`src/rtl/syscall_pkg.sv`:
```
// Shared definitions for the SYSCALL responder: service codes and FSM state encoding.
package syscall_pkg;

   localparam logic [31:0] SYS_PRINT_INT = 32'd1;
   localparam logic [31:0] SYS_PRINT_HEX = 32'd34;
   localparam logic [31:0] SYS_EXIT      = 32'd10;

   typedef enum logic [2:0] {
      ST_IDLE,
      ST_WAIT,
      ST_FIRE,
      ST_RELEASE,
      ST_EXIT
   } sys_state_t;

endpackage

```
`src/rtl/syscall_responder_btn_debounce.sv`:
```
// Push-button conditioner: 2-flop synchroniser, stability counter, and a one-cycle
// pulse on each debounced 0->1 transition.
module btn_debounce #(
   parameter int DEBOUNCE_CYC = 16
) (
   input  logic clk,
   input  logic CLR,
   input  logic btn,
   output logic rise
);

   localparam int CW = $clog2(DEBOUNCE_CYC + 1);

   logic          sync1_reg;
   logic          sync2_reg;
   logic          level_reg;
   logic          level_d_reg;
   logic          rise_reg;
   logic [CW-1:0] cnt_reg;

   always_ff @(posedge clk) begin
      if (CLR) begin
         sync1_reg   <= 1'b0;
         sync2_reg   <= 1'b0;
         level_reg   <= 1'b0;
         level_d_reg <= 1'b0;
         rise_reg    <= 1'b0;
         cnt_reg     <= '0;
      end else begin
         sync1_reg   <= btn;
         sync2_reg   <= sync1_reg;
         level_d_reg <= level_reg;
         rise_reg    <= level_reg & ~level_d_reg;
         // Any sample agreeing with the accepted level restarts the stability window.
         if (sync2_reg != level_reg) begin
            if (cnt_reg == CW'(DEBOUNCE_CYC - 1)) begin
               level_reg <= sync2_reg;
               cnt_reg   <= '0;
            end else begin
               cnt_reg <= cnt_reg + CW'(1);
            end
         end else begin
            cnt_reg <= '0;
         end
      end
   end

   assign rise = rise_reg;

endmodule

```
`src/rtl/syscall_responder.sv`:
```
// Services pipeline SYSCALL halts: print to display, exit, or no-op, then pulses GO.
// Optional macro SYSCALL_AUTO_GO_EN adds a timed automatic resume from WAIT.
module syscall_responder
   import syscall_pkg::*;
#(
   parameter int DEBOUNCE_CYC = 16,
   parameter int AUTO_DELAY   = 8,
   parameter int CNT_W        = 16
) (
   input  logic             clk,
   input  logic             CLR,
   input  logic             halt,
   input  logic [31:0]      v0,
   input  logic [31:0]      a0,
   input  logic             btn,
   output logic             GO,
   output logic [31:0]      display,
   output logic             exited,
   output logic [CNT_W-1:0] sys_cnt
);

   sys_state_t state_reg;
   logic       btn_rise;
   logic       resume;

   btn_debounce #(
      .DEBOUNCE_CYC(DEBOUNCE_CYC)
   ) u_btn_debounce (
      .clk (clk),
      .CLR (CLR),
      .btn (btn),
      .rise(btn_rise)
   );

`ifdef SYSCALL_AUTO_GO_EN
   localparam int AW = $clog2(AUTO_DELAY + 2);
   logic [AW-1:0] auto_cnt_reg;
   assign resume = btn_rise | (auto_cnt_reg == '0);
`else
   assign resume = btn_rise;
`endif

   always_ff @(posedge clk) begin
      if (CLR) begin
         state_reg <= ST_IDLE;
         GO        <= 1'b0;
         display   <= '0;
         exited    <= 1'b0;
         sys_cnt   <= '0;
`ifdef SYSCALL_AUTO_GO_EN
         auto_cnt_reg <= '0;
`endif
      end else begin
         GO <= 1'b0;
         case (state_reg)
            ST_IDLE: begin
               if (halt) begin
                  if (sys_cnt != '1) sys_cnt <= sys_cnt + CNT_W'(1);
                  case (v0)
                     SYS_PRINT_INT, SYS_PRINT_HEX: begin
                        display   <= a0;
                        state_reg <= ST_WAIT;
`ifdef SYSCALL_AUTO_GO_EN
                        auto_cnt_reg <= AW'(AUTO_DELAY);
`endif
                     end
                     SYS_EXIT: begin
                        exited    <= 1'b1;
                        state_reg <= ST_EXIT;
                     end
                     default: begin
                        GO        <= 1'b1;
                        state_reg <= ST_FIRE;
                     end
                  endcase
               end
            end
            ST_WAIT: begin
               if (resume) begin
                  GO        <= 1'b1;
                  state_reg <= ST_FIRE;
               end
`ifdef SYSCALL_AUTO_GO_EN
               else begin
                  auto_cnt_reg <= auto_cnt_reg - AW'(1);
               end
`endif
            end
            ST_FIRE:    state_reg <= ST_RELEASE;
            // Held halt after GO belongs to the request just serviced.
            ST_RELEASE: if (!halt) state_reg <= ST_IDLE;
            ST_EXIT:    state_reg <= ST_EXIT;
            default:    state_reg <= ST_IDLE;
         endcase
      end
   end

endmodule

```
`config.mk`:
```
export PLATFORM = sky130hd
export DESIGN_NAME = syscall_responder
export DESIGN_NICKNAME = d
export VERILOG_FILES = /design/src/rtl/syscall_pkg.sv /design/src/rtl/syscall_responder_btn_debounce.sv /design/src/rtl/syscall_responder.sv
export SDC_FILE = /design/constraint.sdc
export NUM_CORES = 1
export LEC_CHECK = 0
export ABC_CLOCK_PERIOD_IN_PS = 2900
export CAP_MARGIN = 40
export CORE_MARGIN = 3
export CORE_UTILIZATION = 43
export CTS_CLUSTER_DIAMETER = 120
export DETAILED_ROUTE_END_ITERATION = 8
export HOLD_SLACK_MARGIN = 0.03
export PLACE_DENSITY = 0.84
export REMOVE_ABC_BUFFERS = 1
export SETUP_SLACK_MARGIN = 0.05
export SKIP_CTS_REPAIR_TIMING = 1
export SLEW_MARGIN = 20
export SYNTH_ARGS = -nofsm -noshare
export SYNTH_HDL_FRONTEND = slang
export SYNTH_SLANG_ARGS = --single-unit
```
`constraint.sdc`:
```
create_clock -name clk -period 2.9 [get_ports clk]
set_clock_uncertainty 0.1 [all_clocks]
set_input_delay 0.58 -clock clk [delete_from_list [all_inputs] [get_ports clk]]
set_output_delay 0.58 -clock clk [all_outputs]
set_load 0.05 [all_outputs]
```
; Word level (Yosys, flattened, before mapping)
; Index checks and enable logic that the tools add are counted.
[word_totals]
in_bits = 68
register_bits = 63
wordCells = 47
output_inout_bits = 50
[op_classes]
muxes = 9
bitwise_logic = 3
eq_ne = 13
n_reduce_logical = 9
n_addsub = 2
[ops]
columns = op, count
row1 = $eq A32 B1 Y1 const B, 1
row2 = $eq A32 B4 Y1 const B, 1
row3 = $eq A32 B6 Y1 const B, 1
row4 = $add A16 B1 Y16 const B, 1
row5 = $ne A16 B16 Y1 const B, 1
row6 = $pmux W3 S5, 1
row7 = $reduce_and A3 Y1, 4
row8 = $mux W3, 3
row9 = $eq A3 B2 Y1 const B, 2
row10 = $pmux W3 S2, 1
row11 = $reduce_or A3 Y1, 2
row12 = $add A5 B1 Y5 const B, 1
row13 = $eq A5 B4 Y1 const B, 1
row14 = $ne A2 B2 Y1 const B, 2
row15 = $eq A3 B1 Y1 const B, 1
row16 = $eq A3 B3 Y1 const B, 1
row17 = $logic_not A3 Y1, 1
row18 = $mux W1, 3
row19 = $ne A2 B1 Y1 const B, 1
row20 = $not A1 Y1, 2
row21 = $pmux W1 S2, 1
row22 = $reduce_and A2 Y1, 1
row23 = $reduce_or A2 Y1, 1
row24 = $and A1 B1 Y1, 1
row25 = $ne A1 B1 Y1, 1

; Logic depth before layout (Yosys ltp)
; Gate-level depths: netlist of run 1.
[logic_depth]
depth_word = 5
depth_mapped = 6
mapped_depth_nobuf = 5

; Modules after synthesis
; Synthesis of run 1 repeated with hierarchy kept, for this count alone.
[hier_totals]
cells_unflattened = 319
area_unflattened_um2 = 2864.0
[modules_own_cells]
columns = mod, n_inst, seq_area_each_um2, area_each_um2, cells_each
row1 = syscall_responder, 1, 1061.0, 2524.9, 288
row2 = btn_debounce, 1, 200.2, 339.1, 31

; Worst setup path after synthesis of run 1
; Ideal clock, no wire load.
[synth_path]
path_kind = register to register
startpoint = register sys_cnt[0]
endpoint = register sys_cnt[7]
t_required_ps = 2679
stages_incl_launch_ff = 7
setup_time_ps = 121
slack_ps = 373
path_buffers = 1
arrival_ps = 2306
cell_sequence = dfxtp_1 ha_1 nand3_1 nor4_1 clkbuf_1 nor3_1 mux2_2
[synth_via]
elab_chain_len = 2
elab_cells_between_ends = 3
classes_between = 1 x add/sub / 1 x eq/ne / 1 x reduce/logical
[synth_lines]
columns = element, line
row1 = from (decl), syscall_responder.sv:19  ; output logic [CNT_W-1:0] sys_cnt
row2 = from (signal assigned), syscall_responder.sv:58  ; if (sys_cnt != '1) sys_cnt <= sys_cnt + CNT_W'(1);
row3 = branches (longest 2 deep; another with $add A16 B1 Y16), -
; Parallel ways; which one is timed is not known.
; A chain may end at the register's enable or synchronous reset.

; Final worst setup path of run 1
[layout_path]
startpoint = input halt
endpoint = register sys_cnt[14]
[layout_via]
elab_chain_len = 1
[layout_lines]
columns = element, line
row1 = from (decl), syscall_responder.sv:12  ; input logic halt,
row2 = $reduce_and A3 Y1 (no source line), -
; No other way between the ends.

==> results.md, run 1 <==
- Final Critical Period: 2.57 ns
- DP HPWL: 5.45 mm
- Slowest CP cell: or3_1
- I/O pin count: 118
- Post-synth top flop: dfxtp_1
- Setup TNS: 0 ns
- Via count: 2683
- Total track usage: 0.203
- Clock sinks: 63
- CTS buffer count: 9
- Post-synthesis sequential area ratio: 0.450
- Worst path required time: 3.05 ns
- CTS tree: yes
- Port Buffer Count: 117
- Worst Tran Pin Value: 0.534 ns
- Inserted Diodes: 0
- Post-synthesis register bit count: 63
- Residual DRC count: 0
- Die Height: 86.7 um
- Worst Setup End Kind: flip-flop
- Setup crit start kind: primary input
- Clock Latency Late Sink: 0.32 ns
- Area contributors post-synth: dfxtp_1, mux2i_1, nand2_1
- Status: complete, no violations
- Finish-stage setup viols: 0
- Max FO, Critical Path: 10
- Power Density: 420 nW/um^2
- Relative slew slack: 0.643
- Routed Antenna Nets: 0
- Site Rows: 28
- Placed Area: 4080 um^2
- Worst path bufs/invs: 1
- GR peak layer: met2
- Max reg flops: 32
- Root buf cell: clkbuf_8
- Syn-to-layout area delta: 52.0%
- Final hold viol count: 0
- Fmax: 389 MHz
- CP arrival: 2.72 ns
- Initial Util: 0.460
- Finished Cell Area: 4260 um^2
- Global Route met3 Usage: 0.111
- RSZ-0062 raised after global routing: false
- Die ar.: 7520 um^2
- Final wirelength: 7.46 mm
- Synth Cell Area: 2800 um^2
- Worst path cell trace: clkdlybuf4s50_1 > or4b_4 > or3_1 > or4_1 > a21oi_1
- Max VDD drop: 384 uV
- Global-route met2 utilization: 0.338
- Post-synthesis cell count: 317
- Pre-antenna DRT Iters: 4
- H-Tree Level Count: 3
- Synth unique cells: 42
- Routed len/inst: 14.5 um
- Layout cells sized above 1: 0.0685
- Clock-pin slew on the worst setup and hold paths: 0.07 ns
- Max cap viols: 0
- Initial antenna violation count: 0
- Part of the cycle the worst path needs: 0.886
- Max incr delay on CP: 0.52 ns
- Avg Cell Area, Syn: 8.84 um^2
- First-pass GRT wire length: 12.2 mm
- Design Power: 1.79 mW
- Worst hold-check path type: reg2reg
- Most area-hungry cell type in the Yosys netlist: dfxtp_1
- DP Worst Slack: 0.0380 ns
- Layout net count: 505
- Largest delay share family, worst path: simple AND/OR/NAND/NOR gates
- Smallest hold slack: 0.273 ns
- Detailed router's first-iteration violation count: 108
- Fraction of registers with async set/reset: 0
- Die Width: 86.7 um
- Number of global-route vias before repair: 2710
- Static leakage: 1.47 nW
- Final Max Slew Viols: 0
- WS Path Type: in2reg
- RePlAce Congestion: 0.807
- Total congestion overflow: 0
- Synth top area share: 0.450
- Number of vias per cell: 5.23
- Final worst setup slack: 0.331 ns
- Synth Warn #: 0
- Core Region: 6100 um^2
- CTS max path bufs: 2
- M1 GR Usage: 0.222
- EDFF count, synth: 0
- Largest net degree at the start of global routing: 63
synth_stat cells (2+ instances only):
master    count
nand2_1      70
dfxtp_1      63
mux2i_1      34
nor4_1       15
a21oi_1      12
clkbuf_1     12
nor2_1       12
nor2b_1       9
nand3_1       7
o31ai_1       7
or4_1         7
inv_1         6
nand4_1       6
o21ai_0       6
or3_1         5
buf_2         4
mux2_2        4
nand3b_1      4
and2_1        3
ha_1          3
nor3_1        3
and3_1        2
o21a_1        2
xnor2_1       2
xor2_1        2
cells by family after synthesis:
| logic type | share of synthesized area |
|---|---|
| compound gates | 0.0777 |
| xor+xnor | 0.0125 |
| fa+ha+maj | 0.0134 |
| buf+inv | 0.0380 |
| flops | 0.450 |
| mux | 0.138 |
| simple gates | 0.271 |
layout by cell type, fill, tap and decap left out, types with 9 or more instances in the layout:
master	instances
mux2i_1	34
a21oi_1	12
nor4_1	14
nor2_1	12
clkdlybuf4s50_1	117
nand2_1	70
nor2b_1	9
dfxtp_1	63
clkbuf_8	9
area by class of cell:
type	instances	area [um^2]
Clock buffer	11	131
Clock inverter	4	47.5
Fill cell	469	1840
Inverter	7	26.3
Multi-Input combinational cell	229	1450
Sequential cell	63	1260
Tap cell	75	93.8
Timing Repair Buffer	124	1250
metal layers:
metal / vias up / wire length (um) / part of all wire
met5: - / 0 / 0
met4: 0 / 35 / 0.0047
met3: 4 / 843 / 0.11
met2: 100 / 3660 / 0.49
met1: 1230 / 2910 / 0.39
li1: 1349 / - / -
stage by stage:
step            util  cells
6_report       0.698    513
5_1_grt        0.698    513
4_1_cts        0.698    513
3_5_place_dp   0.669    498
3_3_place_gp   0.669    498
2_1_floorplan      -    299
final timing paths:
| path | from | end | slack (ns) | depth (start not counted) |
|---|---|---|---|---|
| worst max-delay path | halt | sys_cnt[14]$_SDFFE_PP0P_ | 0.33 | 5 |
| worst min-delay path | u_btn_debounce.level_d_reg$_SDFF_PP0_ | u_btn_debounce.rise$_SDFF_PP0_ | 0.27 | 1 |
| worst max register to register | state_reg[1]$_SDFFE_PP0P_ | sys_cnt[14]$_SDFFE_PP0P_ | 0.61 | 4 |
| worst min register to register | u_btn_debounce.level_d_reg$_SDFF_PP0_ | u_btn_debounce.rise$_SDFF_PP0_ | 0.27 | 1 |
report_power, final:
part | leakage [nW] | internal (mW) | total, mW | switching (mW)
clock | 0.0892 | 0.390 | 0.713 | 0.322
combinational | 0.872 | 0.113 | 0.193 | 0.0795
sequential | 0.509 | 0.873 | 0.882 | 0.00935
Note: power is estimated with default switching activity, not from simulation.
==> run 2: changes to the inputs <==
Settings changed: SLEW_MARGIN 20 to 15.
==> results of run 2 <==
Same layout as run 1: the final DEF is identical, and so are final timing and power.
==> run 3: changes to the inputs <==
Settings changed: CORE_UTILIZATION 43 to 40, PLACE_DENSITY 0.84 to 0.79.
==> results.md, run 3 (synthesis gave the netlist of run 1 again) <==
- Final Max Slew Viols: 0
- CTS tree: yes
- Final Critical Period: 2.54 ns
- Clock sinks: 63
- Clock Latency Late Sink: 0.33 ns
- Most frequent cells in the layout: clkdlybuf4s50_1, nand2_1, dfxtp_1
- Residual DRC count: 0
- Pre-antenna DRT Iters: 4
- Worst Setup End Kind: flip-flop
- Initial Util: 0.427
- Core Region: 6570 um^2
- Status: complete, no violations
- Inserted Diodes: 0
- Final wirelength: 7.30 mm
- Fill count: 558
- Part of the cycle the worst path needs: 0.877
- Commonest non-fill, non-tap cell in the layout: clkdlybuf4s50_1
- Max reg flops: 32
- Power Density: 410 nW/um^2
- Port Buffer Count: 117
- RePlAce Congestion: 0.763
- Design Power: 1.76 mW
- Die Width: 89.7 um
- Layout net count: 506
- Static leakage: 1.47 nW
- Number of global-route vias before repair: 2690
- Setup crit start kind: primary input
- Worst hold-check path type: reg2reg
- Finish-stage setup viols: 0
- Syn-to-layout area delta: 53.0%
- Finished Cell Area: 4290 um^2
- Total track usage: 0.196
- H-Tree Level Count: 3
- R2r startpoint: state_reg[0]$_SDFFE_PP0P_
- First-pass GRT wire length: 12.3 mm
- RSZ-0062 raised after global routing: false
- Die ar.: 8040 um^2
- Max cap viols: 0
- Final hold viol count: 0
- Placed Area: 4110 um^2
- Routed Antenna Nets: 0
- Max FO, Critical Path: 10
- Fmax: 393 MHz
- Final core utilization: 0.653
- CP arrival: 2.71 ns
- I/O pin count: 118
- Worst Tran Pin Value: 0.534 ns
- Initial antenna violation count: 0
- DP Worst Slack: 0.0374 ns
- Largest net degree at the start of global routing: 69
- Layout cells sized above 1: 0.0727
- DP HPWL: 5.38 mm
- Total congestion overflow: 0
- WS Path Type: in2reg
- Die Height: 89.7 um
- Max VDD drop: 294 uV
- Root buf cell: clkbuf_8
- Via count: 2660
- Final worst setup slack: 0.357 ns
- Routed len/inst: 13.7 um
- CTS buffer count: 9
- Relative slew slack: 0.643
- Crit path launch: halt
- HP Start: u_btn_debounce.level_d_reg$_SDFF_PP0_
- Setup TNS: 0 ns
- Worst path required time: 3.07 ns
- Detailed router's first-iteration violation count: 49
- Number of vias per cell: 4.99
- Clock-pin slew on the worst setup and hold paths: 0.07 ns
- Site Rows: 29
- CTS max path bufs: 2
## run 3: area by class of cell
type / count / area [um^2] / share of cell area
well taps: 93 / 116 / 0.0272
inverters: 7 / 26.3 / 0.00613
flip-flops and latches: 63 / 1260 / 0.294
repair buffers: 125 / 1260 / 0.293
clock buffers: 13 / 159 / 0.0371
clock inverters: 3 / 17.5 / 0.00409
multi-input cells: 229 / 1450 / 0.338
## run 3: worst paths after layout
check	endpoint	slack [ns]	cells after the start
max	sys_cnt[14]$_SDFFE_PP0P_	0.36	5
min	u_btn_debounce.rise$_SDFF_PP0_	0.28	1
max reg2reg	sys_cnt[14]$_SDFFE_PP0P_	0.62	4
min reg2reg	u_btn_debounce.rise$_SDFF_PP0_	0.28	1
## run 3: power breakdown
group          switching, mW  internal [mW]  leakage, nW
clock                  0.330          0.355       0.0894
combinational         0.0777          0.114        0.877
sequential           0.00908          0.873        0.509
total                  0.417           1.34         1.47
## run 3: metrics by stage
stage / std cells / hold WS, ns
6_report: 533 / 0.281
5_1_grt: 533 / 0.283
4_1_cts: 533 / 0.280
3_5_place_dp: 517 / 0.275
3_3_place_gp: 517 / 0.272
2_1_floorplan: 299 / 0.267
## run 3: per-layer routing
layer | track usage | wire length (um)
met5 | 0 | 0
met4 | 0.0893 | 156
met3 | 0.0566 | 455
met2 | 0.316 | 3630
met1 | 0.241 | 3050
## run 3: critical path, stage by stage
cell and delay, ns:
clkdlybuf4s50_1 0.48, or4b_4 0.47, or3_1 0.52, or4_1 0.52, a21oi_1 0.15
